<file path="src/rtl/apb_pkg.sv">
// Shared state type and default bus widths for the APB master slice.
package apb_pkg;

  localparam int APB_ADDR_W = 32;
  localparam int APB_DATA_W = 32;

  typedef enum logic [1:0] {
    IDLE   = 2'd0,
    SETUP  = 2'd1,
    ACCESS = 2'd2,
    DONE   = 2'd3
  } apb_state_e;

endpackage

</file>
<file path="src/rtl/apb_master_if.sv">
// Command-side and APB-side signals of the APB master, bundled with master/slave views.
interface apb_master_if import apb_pkg::*; #(
  parameter int ADDR_W  = APB_ADDR_W,
  parameter int DATA_W  = APB_DATA_W,
  parameter int NUM_SLV = 4
) ();

  logic                      i_transfer;
  logic                      i_write;
  logic [ADDR_W-1:0]         i_addr;
  logic [DATA_W-1:0]         i_wdata;
  logic                      o_ready;
  logic                      o_done;
  logic                      o_error;
  logic [DATA_W-1:0]         o_rdata;

  logic [ADDR_W-1:0]         PADDR;
  logic                      PWRITE;
  logic [DATA_W-1:0]         PWDATA;
  logic                      PENABLE;
  logic [NUM_SLV-1:0]        PSEL;
  logic [NUM_SLV*DATA_W-1:0] PRDATA_S;
  logic [NUM_SLV-1:0]        PREADY_S;

  modport master (
    input  i_transfer, i_write, i_addr, i_wdata, PRDATA_S, PREADY_S,
    output o_ready, o_done, o_error, o_rdata,
           PADDR, PWRITE, PWDATA, PENABLE, PSEL
  );

  modport slave (
    output i_transfer, i_write, i_addr, i_wdata, PRDATA_S, PREADY_S,
    input  o_ready, o_done, o_error, o_rdata,
           PADDR, PWRITE, PWDATA, PENABLE, PSEL
  );

endinterface

</file>
<file path="src/rtl/apb_addr_decoder.sv">
// Decodes the address field above SLV_SEL_LSB into a one-hot PSEL and muxes the
// selected responder's PRDATA/PREADY; any field value >= NUM_SLV is unmapped.
module apb_addr_decoder import apb_pkg::*; #(
  parameter int ADDR_W      = APB_ADDR_W,
  parameter int DATA_W      = APB_DATA_W,
  parameter int NUM_SLV     = 4,
  parameter int SLV_SEL_LSB = 12
) (
  input  logic [ADDR_W-SLV_SEL_LSB-1:0] addr_hi,
  input  logic                          sel_en,
  input  logic [NUM_SLV*DATA_W-1:0]     prdata_s,
  input  logic [NUM_SLV-1:0]            pready_s,
  output logic [NUM_SLV-1:0]            psel,
  output logic                          dec_err,
  output logic [DATA_W-1:0]             prdata,
  output logic                          pready
);

  localparam int SEL_W = (NUM_SLV > 1) ? $clog2(NUM_SLV) : 1;
  localparam int UP_W  = ADDR_W - SLV_SEL_LSB;

  logic [SEL_W-1:0] idx;

  assign idx     = addr_hi[SEL_W-1:0];
  // Bits above the index field must be zero too, so aliases are not mapped.
  assign dec_err = (addr_hi >= UP_W'(NUM_SLV));

  always_comb begin
    psel   = '0;
    prdata = '0;
    pready = 1'b0;
    for (int i = 0; i < NUM_SLV; i++) begin
      if (idx == SEL_W'(i)) begin
        psel[i] = sel_en && !dec_err;
        prdata  = prdata_s[i*DATA_W +: DATA_W];
        pready  = pready_s[i];
      end
    end
  end

endmodule

</file>
<file path="src/rtl/apb_master.sv">
// APB initiator: turns single-transfer commands into SETUP/ACCESS sequences.
// Optional ACCESS wait timeout is built when APB_TIMEOUT_EN is defined.
//
// state  | meaning
// IDLE   | o_ready=1, command registered onto PADDR/PWDATA/PWRITE on accept
// SETUP  | PSEL asserted, PENABLE low, one cycle
// ACCESS | PSEL+PENABLE, wait for the selected PREADY (or timeout)
// DONE   | one-cycle o_done/o_error pulse, bus released
module apb_master import apb_pkg::*; #(
  parameter int ADDR_W      = APB_ADDR_W,
  parameter int DATA_W      = APB_DATA_W,
  parameter int NUM_SLV     = 4,
  parameter int SLV_SEL_LSB = 12,
  parameter int TIMEOUT     = 255
) (
  input  logic         PCLK,
  input  logic         PRESET,
  apb_master_if.master bus
);

  apb_state_e state, state_nxt;

  logic [ADDR_W-1:0]             paddr_q;
  logic [DATA_W-1:0]             pwdata_q;
  logic [DATA_W-1:0]             rdata_q;
  logic [DATA_W-1:0]             prdata;
  logic [ADDR_W-SLV_SEL_LSB-1:0] dec_hi;
  logic                          pwrite_q;
  logic                          err_q;
  logic                          dec_err;
  logic                          pready;
  logic                          sel_en;
  logic                          accept;
  logic                          timeout_hit;

  assign accept = (state == IDLE) && bus.i_transfer;
  assign sel_en = (state == SETUP) || (state == ACCESS);
  // In IDLE the incoming command is decoded so an unmapped one can skip SETUP.
  assign dec_hi = (state == IDLE) ? bus.i_addr[ADDR_W-1:SLV_SEL_LSB]
                                  : paddr_q[ADDR_W-1:SLV_SEL_LSB];

  apb_addr_decoder #(
    .ADDR_W      (ADDR_W),
    .DATA_W      (DATA_W),
    .NUM_SLV     (NUM_SLV),
    .SLV_SEL_LSB (SLV_SEL_LSB)
  ) u_dec (
    .addr_hi  (dec_hi),
    .sel_en   (sel_en),
    .prdata_s (bus.PRDATA_S),
    .pready_s (bus.PREADY_S),
    .psel     (bus.PSEL),
    .dec_err  (dec_err),
    .prdata   (prdata),
    .pready   (pready)
  );

`ifdef APB_TIMEOUT_EN
  localparam int CNT_W = $clog2(TIMEOUT + 1);

  logic [CNT_W-1:0] wait_cnt;

  always_ff @(posedge PCLK or posedge PRESET) begin
    if (PRESET) begin
      wait_cnt <= '0;
    end else if (state == SETUP) begin
      wait_cnt <= '0;
    end else if ((state == ACCESS) && !pready) begin
      wait_cnt <= wait_cnt + CNT_W'(1);
    end
  end

  assign timeout_hit = !pready && (wait_cnt == CNT_W'(TIMEOUT - 1));
`else
  assign timeout_hit = 1'b0;
`endif

  always_ff @(posedge PCLK or posedge PRESET) begin
    if (PRESET) state <= IDLE;
    else        state <= state_nxt;
  end

  always_comb begin
    state_nxt = state;
    case (state)
      IDLE:    if (bus.i_transfer) state_nxt = dec_err ? DONE : SETUP;
      SETUP:   state_nxt = ACCESS;
      ACCESS:  if (pready || timeout_hit) state_nxt = DONE;
      DONE:    state_nxt = IDLE;
      default: state_nxt = IDLE;
    endcase
  end

  always_ff @(posedge PCLK or posedge PRESET) begin
    if (PRESET) begin
      paddr_q  <= '0;
      pwdata_q <= '0;
      pwrite_q <= 1'b0;
      err_q    <= 1'b0;
      rdata_q  <= '0;
    end else begin
      if (accept) begin
        paddr_q  <= bus.i_addr;
        pwdata_q <= bus.i_wdata;
        pwrite_q <= bus.i_write;
        err_q    <= dec_err;
      end
      if (state == ACCESS) begin
        if (pready) begin
          if (!pwrite_q) rdata_q <= prdata;
        end else if (timeout_hit) begin
          err_q <= 1'b1;
        end
      end
    end
  end

  assign bus.o_ready = (state == IDLE);
  assign bus.o_done  = (state == DONE);
  assign bus.o_error = (state == DONE) && err_q;
  assign bus.o_rdata = rdata_q;
  assign bus.PADDR   = paddr_q;
  assign bus.PWDATA  = pwdata_q;
  assign bus.PWRITE  = pwrite_q;
  assign bus.PENABLE = (state == ACCESS);

endmodule

</file>
<file path="src/flat_wrapper.sv">
// flat-port wrapper written by rule: the top's interface ports become plain ports
module apb_master_flat import apb_pkg::*;
#(
  parameter int ADDR_W      = APB_ADDR_W,
  parameter int DATA_W      = APB_DATA_W,
  parameter int NUM_SLV     = 4,
  parameter int SLV_SEL_LSB = 12,
  parameter int TIMEOUT     = 255
)
  (PCLK, PRESET, bus_i_transfer, bus_i_write, bus_i_addr, bus_i_wdata, bus_PRDATA_S, bus_PREADY_S, bus_o_ready, bus_o_done, bus_o_error, bus_o_rdata, bus_PADDR, bus_PWRITE, bus_PWDATA, bus_PENABLE, bus_PSEL);
  apb_master_if #(.ADDR_W(ADDR_W), .DATA_W(DATA_W), .NUM_SLV(NUM_SLV)) bus_i ();
  input  logic PCLK;
  input  logic PRESET;
  input wire logic [$bits(bus_i.i_transfer)-1:0] bus_i_transfer;
  input wire logic [$bits(bus_i.i_write)-1:0] bus_i_write;
  input wire logic [$bits(bus_i.i_addr)-1:0] bus_i_addr;
  input wire logic [$bits(bus_i.i_wdata)-1:0] bus_i_wdata;
  input wire logic [$bits(bus_i.PRDATA_S)-1:0] bus_PRDATA_S;
  input wire logic [$bits(bus_i.PREADY_S)-1:0] bus_PREADY_S;
  output wire logic [$bits(bus_i.o_ready)-1:0] bus_o_ready;
  output wire logic [$bits(bus_i.o_done)-1:0] bus_o_done;
  output wire logic [$bits(bus_i.o_error)-1:0] bus_o_error;
  output wire logic [$bits(bus_i.o_rdata)-1:0] bus_o_rdata;
  output wire logic [$bits(bus_i.PADDR)-1:0] bus_PADDR;
  output wire logic [$bits(bus_i.PWRITE)-1:0] bus_PWRITE;
  output wire logic [$bits(bus_i.PWDATA)-1:0] bus_PWDATA;
  output wire logic [$bits(bus_i.PENABLE)-1:0] bus_PENABLE;
  output wire logic [$bits(bus_i.PSEL)-1:0] bus_PSEL;
  assign bus_i.i_transfer = bus_i_transfer;
  assign bus_i.i_write = bus_i_write;
  assign bus_i.i_addr = bus_i_addr;
  assign bus_i.i_wdata = bus_i_wdata;
  assign bus_i.PRDATA_S = bus_PRDATA_S;
  assign bus_i.PREADY_S = bus_PREADY_S;
  assign bus_o_ready = bus_i.o_ready;
  assign bus_o_done = bus_i.o_done;
  assign bus_o_error = bus_i.o_error;
  assign bus_o_rdata = bus_i.o_rdata;
  assign bus_PADDR = bus_i.PADDR;
  assign bus_PWRITE = bus_i.PWRITE;
  assign bus_PWDATA = bus_i.PWDATA;
  assign bus_PENABLE = bus_i.PENABLE;
  assign bus_PSEL = bus_i.PSEL;
  apb_master #(.ADDR_W(ADDR_W), .DATA_W(DATA_W), .NUM_SLV(NUM_SLV), .SLV_SEL_LSB(SLV_SEL_LSB), .TIMEOUT(TIMEOUT)) u_core (.PCLK(PCLK), .PRESET(PRESET), .bus(bus_i));
endmodule
</file>
<file path="config.mk">
export PLATFORM = sky130hd
export DESIGN_NAME = apb_master_flat
export DESIGN_NICKNAME = d
export VERILOG_FILES = /design/src/rtl/apb_pkg.sv /design/src/rtl/apb_master_if.sv /design/src/rtl/apb_addr_decoder.sv /design/src/rtl/apb_master.sv /design/src/flat_wrapper.sv
export SDC_FILE = /design/constraint.sdc
export NUM_CORES = 1
export LEC_CHECK = 0
export CAP_MARGIN = 5
export CORE_ASPECT_RATIO = 0.7
export CORE_UTILIZATION = 38
export CTS_CLUSTER_DIAMETER = 100
export DETAILED_ROUTE_END_ITERATION = 8
export PLACE_DENSITY = 0.83
export SYNTH_ARGS = -nofsm -noshare
export SYNTH_HDL_FRONTEND = slang
export SYNTH_SLANG_ARGS = --single-unit
export TNS_END_PERCENT = 5
</file>
<file path="constraint.sdc">
create_clock -name PCLK -period 5.35 [get_ports PCLK]
set_input_delay 0.8025 -clock PCLK [delete_from_list [all_inputs] [get_ports PCLK]]
set_output_delay 0.8025 -clock PCLK [all_outputs]
set_load 0.02 [all_outputs]
</file>
==> results of run 1 <==
cells by family (layout without fill, tap and decap cells):
group / Yosys count / count (layout) / share of synthesized area [%]
AO/OA/AOI/OAI: 13 / 13 / 2.042
flip-flops: 100 / 100 / 51.05
adder cells (fa/ha/maj): 3 / 3 / 0.7658
buffers and inverters: 23 / 331 / 2.705
multiplexers: 132 / 132 / 38.03
AND/OR/NAND/NOR: 29 / 29 / 5.411
state kept, by name, indices dropped and copies added (netlist names):
register / flops
u_core.err_q: 1
u_core.bus.PADDR: 32
u_core.bus.PWDATA: 32
u_core.state: 2
u_core.bus.PWRITE: 1
u_core.bus.o_rdata: 32
layer usage:
layer	vias up	track usage, %	wire [um]
li1	1773	-	-
met3	21	4.979	917
met1	1890	29.61	6294
met2	144	37.53	7161
met4	0	5.769	248
met5	-	0	0
worst register-to-register path: stages (launching register included):
cell     delay (ps)
dfrtp_1         400
inv_1           100
ha_1            240
buf_4           270
mux2i_4         420
buf_4           560
mux4_2          590
mux2_1          310
cell type report:
cell class,count,area (sq um)
clock inverter,6,47.55
fill,886,4139
multi-input combinational,177,2277
sequential,100,2502
timing repair buffer,310,3088
tap,162,202.7
clock buffer,10,229.0
inverter,5,21.27
how the worst max path moves through the flow:
stage | startpoint | endpoint | cells after the start | slack, ps
6_report | bus_i_addr[24] | bus_PSEL[1] | 7 | 1240
5_1_grt | bus_i_addr[14] | bus_PSEL[1] | 7 | 1060
4_1_cts | bus_i_addr[24] | bus_PSEL[1] | 7 | 1220
3_5_place_dp | bus_i_addr[18] | bus_PSEL[1] | 7 | 1230
3_3_place_gp | bus_i_addr[18] | bus_PSEL[2] | 7 | 1230
2_1_floorplan | PRESET | u_core.bus.PADDR[0] | 1 | 1930
per-stage QoR:
stage          total power (W)  area, sq um  hold WS (ps)  utilization, %  cells
2_1_floorplan         0.003024         4902         474.0               -    300
5_1_grt               0.005082         8368         515.3           66.91    770
4_1_cts               0.004875         8368         498.3           66.91    770
3_5_place_dp          0.004249         8092         482.8           64.70    754
3_3_place_gp          0.004175         8092         472.4           64.70    754
6_report              0.004815         8368         492.3           66.91    770
cells in the final DEF (no fill, tap or decap), drive strengths merged, types with 3 or more instances in the layout:
| cell type | n |
|---|---|
| and2 | 3 |
| mux4 | 32 |
| clkinvlp | 3 |
| inv | 7 |
| clkbuf | 10 |
| clkdlybuf4s50 | 304 |
| dfrtp | 100 |
| nand2 | 3 |
| nor4 | 8 |
| mux2 | 98 |
| ha | 3 |
| buf | 6 |
power by group:
part           internal, W  total [W]  leakage, nW  switching [W]
sequential         0.00115    0.00140         1.18       0.000253
combinational      0.00155    0.00281         1.96        0.00126
clock             0.000320   0.000610        0.127       0.000290
total              0.00301    0.00481         3.27        0.00180
==> summary.md, run 1 <==
| Metric | Value |
|---|---|
| Final setup fails | `0` |
| Crit-path cells | `clkdlybuf4s50_1, nor4_1, nand4_1, or4_1, and2_4, nor4bb_4, clkdlybuf4s50_1` |
| Clock Latency Late Sink | `330 ps` |
| Initial DRC Count | `89` |
| Slowest cell on crit path | `clkdlybuf4s50_1` |
| HP Start | `u_core.bus.o_rdata[27]` |
| Pre-CTS WS | `1225 ps` |
| Initial antenna violation count | `0` |
| GRT overflow | `0` |
| Clock tree buffer depth | `2` |
| Clk_skew | `6.105 ps` |
| Bufs and invs on worst path | `2` |
| Top cell by count, worst path | `clkdlybuf4s50_1` |
| Most frequent cell after synthesis | `dfrtp_1` |
| Io pins | `305` |
| R2r setup slk | `2340 ps` |
| Synthesized flop and latch total | `100` |
| Final setup TNS | `0 ps` |
| RSZ-0062 raised after global routing | `no` |
| Static Leak | `3.272 nW` |
| CTS Hold Bufs | `0` |
| WL per Instance | `18.99 um` |
| Synth cell types | `40` |
| CTS tree | `yes` |
| CP endpoint kind | `primary output` |
| Pin slew with the least headroom to its limit | `662.3 ps` |
| Hold path depth | `1` |
| I/O Buffers | `304` |
| Final ANT Viol Nets | `0` |
| Commonest cells in the netlist | `dfrtp_1 (100), mux2_2 (93), mux4_2 (32)` |
| TritonCTS buffer count | `9` |
| Worst slew margin | `55.84%` |
| Worst path arrival time | `3300 ps` |
| Startpoint types | `primary input` |
| Mean Syn Cell Area | `16.34 sq um` |
| Ranking of synthesized cells by area | `dfrtp_1 (51%), mux2_2 (21%), mux4_2 (15%), nor4bb_4 (1.0%), buf_4 (0.92%)` |
| Synth Flop Type | `dfrtp_1` |
| Setup bufs post-CTS | `0` |
| Area Overhead vs Synth | `70.70%` |
| RR Endpoint | `u_core.bus.o_rdata[28]` |
| Die Y | `97.03 um` |
| Ys async rst share | `100.0%` |
| Share of cells above drive strength 1 | `26.32%` |
| Max cap viols | `0` |
| Vias in the first global route | `4202` |
| GP Congestion | `0.8042` |
| Final hold vios | `0` |
| Worst reg2reg path depth | `7` |
| Drt first pass iters | `4` |
| Worst r2r src | `u_core.state[1]` |
| Max Slew Vio Count | `0` |
| Area of the mapped netlist | `4902 sq um` |
| Final net count | `806` |
| Full die area | `13370 sq um` |
| DP HPWL | `11700 um` |
| Final worst slack | `1243 ps` |
| Drt drc | `0` |
| Worst-path fanout max | `5` |
| Worst EP required | `4550 ps` |
| First-pass GRT wire length | `22880 um` |
| Mapped Cells | `300` |
| Antenna Cells | `0` |
| Initial core utilization | `39.20%` |
| Final period utilization | `76.78%` |
| Top cell type's share of synthesized area | `51.05%` |
| Rows | `34` |
| Clock transition at path regs | `70 ps` |
| Routed Wire Length | `14620 um` |
| Clock sink total | `100` |
| Vias | `3828` |
| Root Driver | `clkbuf_16` |
| Peak supply drop | `0.3040 mV` |
| All-Layer GR Usage | `22.55%` |
| Core Region | `12510 sq um` |
| Synthesis Warnings | `0` |
| Status | `completed` |
| EDFF count, synth | `0` |
| Tmin final | `4107 ps` |
| Worst hold-check path type | `register to register` |
| Sequential-to-total area share from yosys stat | `51.05%` |
| CTS resizes | `0` |
| Setup CP Type | `primary input to primary output` |
| Die Span X | `137.8 um` |
| P per Cell Area | `575.4 nW/um^2` |
| Synth Net Count | `503` |
| Largest net degree at the start of global routing | `54` |
| Fmax | `243.5 MHz` |
| Worst Hold Path EP | `u_core.bus.o_rdata[27]` |
| Crit-path leading delay family | `simple AND/OR/NAND/NOR gates` |
| Largest stage delay, worst path | `640 ps` |
| Top cell type by total area after synthesis | `dfrtp_1` |
| CTS H-tree lvls | `3` |
| Vias/cell | `4.971` |
(Power assumes the default switching activity.)
==> inputs of run 2 (changes only) <==
--- a/config.mk
+++ b/config.mk
@@ -7,10 +7,10 @@
 export LEC_CHECK = 0
 export CAP_MARGIN = 5
 export CORE_ASPECT_RATIO = 0.7
-export CORE_UTILIZATION = 38
+export CORE_UTILIZATION = 34
 export CTS_CLUSTER_DIAMETER = 100
 export DETAILED_ROUTE_END_ITERATION = 8
-export PLACE_DENSITY = 0.83
+export PLACE_DENSITY = 0.78
 export SYNTH_ARGS = -nofsm -noshare
 export SYNTH_HDL_FRONTEND = slang
 export SYNTH_SLANG_ARGS = --single-unit
==> constraint.sdc (replaced) <==
create_clock -name PCLK -period 3.49 [get_ports PCLK]
set_input_delay 0.5235 -clock PCLK [delete_from_list [all_inputs] [get_ports PCLK]]
set_output_delay 0.5235 -clock PCLK [all_outputs]
set_load 0.02 [all_outputs]
==> summary.md, run 2 (synthesis results as in run 1) <==
| Metric | Value |
|---|---|
| Status | `completed` |
| Startpoint types | `register` |
| Clock Latency Late Sink | `340 ps (about the same)` |
| Combinational share of power | `57.5% (-0.8 points)` |
| Clock share of power | `14.3% (+1.6 points)` |
| Core Region | `14010 sq um (+12%)` |
| Initial antenna violation count | `0 (unchanged)` |
| Most frequent cells in the layout | `clkdlybuf4s50_1 (300), dfrtp_1 (100), mux2_2 (93)` |
| Clock transition at path regs | `60 ps (about the same)` |
| CTS H-tree lvls | `3 (unchanged)` |
| Routed Wire Length | `15290 um (+4.5%)` |
| Hold path depth | `1 (unchanged)` |
| Initial core utilization | `34.99% (-4.2 points)` |
| Crit-path cells | `inv_1, ha_1, nor4b_2, nand4_1, or4_1, and2_4, and4b_1, dlygate4sd2_1` |
| Vias/cell | `4.878 (-1.9%)` |
| Met2 wire length | `7556 um (+5.5%)` |
| Max cap viols | `0 (unchanged)` |
| Vias in the first global route | `4321 (+2.8%)` |
| Peak supply drop | `0.4336 mV (+43%)` |
| Clk_skew | `6.136 ps (+0.03106 ps)` |
| Worst slew margin | `55.70% (-0.14 points)` |
| CTS tree | `yes` |
| Tmin final | `3266 ps` |
| Die Y | `102.5 um (+5.6%)` |
| Max Slew Vio Count | `0 (unchanged)` |
| Clock tree buffer depth | `2 (unchanged)` |
| Routed met1 length | `6481 um (+3.0%)` |
| Initial DRC Count | `63 (-29%)` |
| Top sig layer | `met4` |
| Final setup TNS | `0 ps (unchanged)` |
| Rows | `36 (+5.9%)` |
| RR Endpoint | `u_core.bus.o_rdata[26]` |
| Setup bufs post-CTS | `0 (unchanged)` |
| Drt first pass iters | `4 (unchanged)` |
| Final setup fails | `0 (unchanged)` |
| Worst path arrival time | `2740 ps (-560 ps)` |
| Static Leak | `3.340 nW (+2.1%)` |
| Area Overhead vs Synth | `73.25%` |
| Drt drc | `0 (unchanged)` |
| Switch share | `36.44% (-1.0 points)` |
| Worst EP required | `2970 ps (-1580 ps)` |
| Vias | `3907 (+2.1%)` |
| Flop pwr share | `28.2% (-0.9 points)` |
| RSZ-0062 raised after global routing | `no` |
| Internal power | `0.004816 W (+60%)` |
| Clock sink total | `100 (unchanged)` |
| Pin slew with the least headroom to its limit | `664.5 ps (+2.161 ps)` |
| Final hold slack | `485.6 ps (-6.750 ps)` |
| Fmax | `306.2 MHz` |
| All-Layer GR Usage | `21.09% (-1.5 points)` |
| TritonCTS buffer count | `9 (unchanged)` |
| Worst-path fanout max | `5 (unchanged)` |
| P per Cell Area | `892.2 nW/um^2 (+55%)` |
| Antenna Cells | `0 (unchanged)` |
| Final period utilization | `93.57%` |
| Setup CP Type | `register to primary output` |
| Total power | `0.007577 W (+57%)` |
| HP Start | `u_core.bus.o_rdata[27]` |
| NetSw | `0.002761 W (+53%)` |
| I/O Buffers | `304 (unchanged)` |
| Final worst slack | `224.4 ps (-1018 ps)` |
| R2r setup slk | `760 ps (-1580 ps)` |
| Final hold vios | `0 (unchanged)` |
| Metal3 WL | `1001 um (+9.2%)` |
| Final ANT Viol Nets | `0 (unchanged)` |
| CP endpoint kind | `primary output` |
| Pre-CTS WS | `-141.2 ps (-1367 ps)` |
| Worst hold-check path type | `register to register` |
| GP Congestion | `0.8500 (+5.7%)` |
| WL per Instance | `19.08 um (+0.50%)` |
| Worst r2r src | `u_core.state[1]` |
| Root Driver | `clkbuf_16` |
| Die Span X | `145.5 um (+5.6%)` |
| First-pass GRT wire length | `24120 um (+5.4%)` |
| DP HPWL | `12030 um (+2.8%)` |
| Fin cells | `801 (+4.0%)` |
| Io pins | `305 (unchanged)` |
| Most common cell after layout, fill and taps aside | `clkdlybuf4s50_1` |
| Share of cells above drive strength 1 | `27.17% (+0.85 points)` |
| Largest net degree at the start of global routing | `101 (+87%)` |
| Worst reg2reg path depth | `7 (unchanged)` |
| Final net count | `809 (+0.37%)` |
| Worst Hold Path EP | `u_core.bus.o_rdata[27]` |
| Full die area | `14910 sq um (+12%)` |
| Slowest cell on crit path | `or4_1` |
| Post-Place Cells | `785 (+4.1%)` |
| Largest stage delay, worst path | `460 ps (-180 ps)` |
| GRT overflow | `0 (unchanged)` |
## run 2: cell types whose count changed in the layout (fill, tap and decap cells not counted), moves of 2 or more
cell and delta:
clkdlybuf4s50_1 -4, clkinvlp_4 -3, buf_12 +2, bufinv_16 +2, clkbuf_2 +2, dlygate4sd2_1 +2
## run 2: routing by layer
metal | GRT usage [%] | up-vias
met5 | 0 | -
met1 | 26.46 | 1959
met2 | 36.72 | 160
met3 | 5.714 | 17
li1 | - | 1771
met4 | 5.020 | 0
## run 2: repair_timing
item                                    CTS  global route
endpoints found under the setup margin    4             2
resized for setup                         5             4
hold buffers                              0             0
pin swaps                                 0             0
## run 2: how the worst max path moves through the flow
stage	from	endpoint	slack, ps	cells after the start
after floorplan	PRESET	u_core.bus.PADDR[0]	350	1
after global placement	bus_i_addr[18]	bus_PSEL[2]	-110	7
after detailed placement	bus_i_addr[18]	bus_PSEL[2]	-140	7
after CTS	u_core.state[1]	bus_PSEL[2]	150	8
after global routing	u_core.state[1]	bus_PSEL[0]	40	8
final	u_core.state[1]	bus_PSEL[0]	220	8
## run 2: area by class of cell
class                           instances  area [sq um]
Clock buffer                           11         242.7
Clock inverter                          5         82.58
Fill cell                            1089          5515
Inverter                                5         21.27
Multi-Input combinational cell        177          2283
Sequential cell                       100          2502
Tap cell                              190         237.7
Timing Repair Buffer                  313          3123
## run 2: stage by stage
step                      instance area, sq um  utilization [%]
after floorplan                           4902                -
after global placement                    8174            58.35
after detailed placement                  8174            58.35
after CTS                                 8501            60.68
after global routing                      8493            60.63
final                                     8493            60.63
## run 2: critical path: cells and delay by family, from the launching register on
| family | cells | cell delay, ps |
|---|---|---|
| buf+inv | 2 | 430 |
| fa+ha+maj | 1 | 250 |
| flops | 1 | 400 |
| simple gates | 5 | 1330 |
## run 2: power by group through the flow
stage                     Clock (W)  Combinational (W)  Sequential (W)
after CTS                   0.00112            0.00442         0.00214
final                       0.00108            0.00436         0.00214
after detailed placement          0            0.00441         0.00215
after global placement            0            0.00434         0.00211
after floorplan                   0            0.00183         0.00281
after global routing        0.00116            0.00461         0.00223
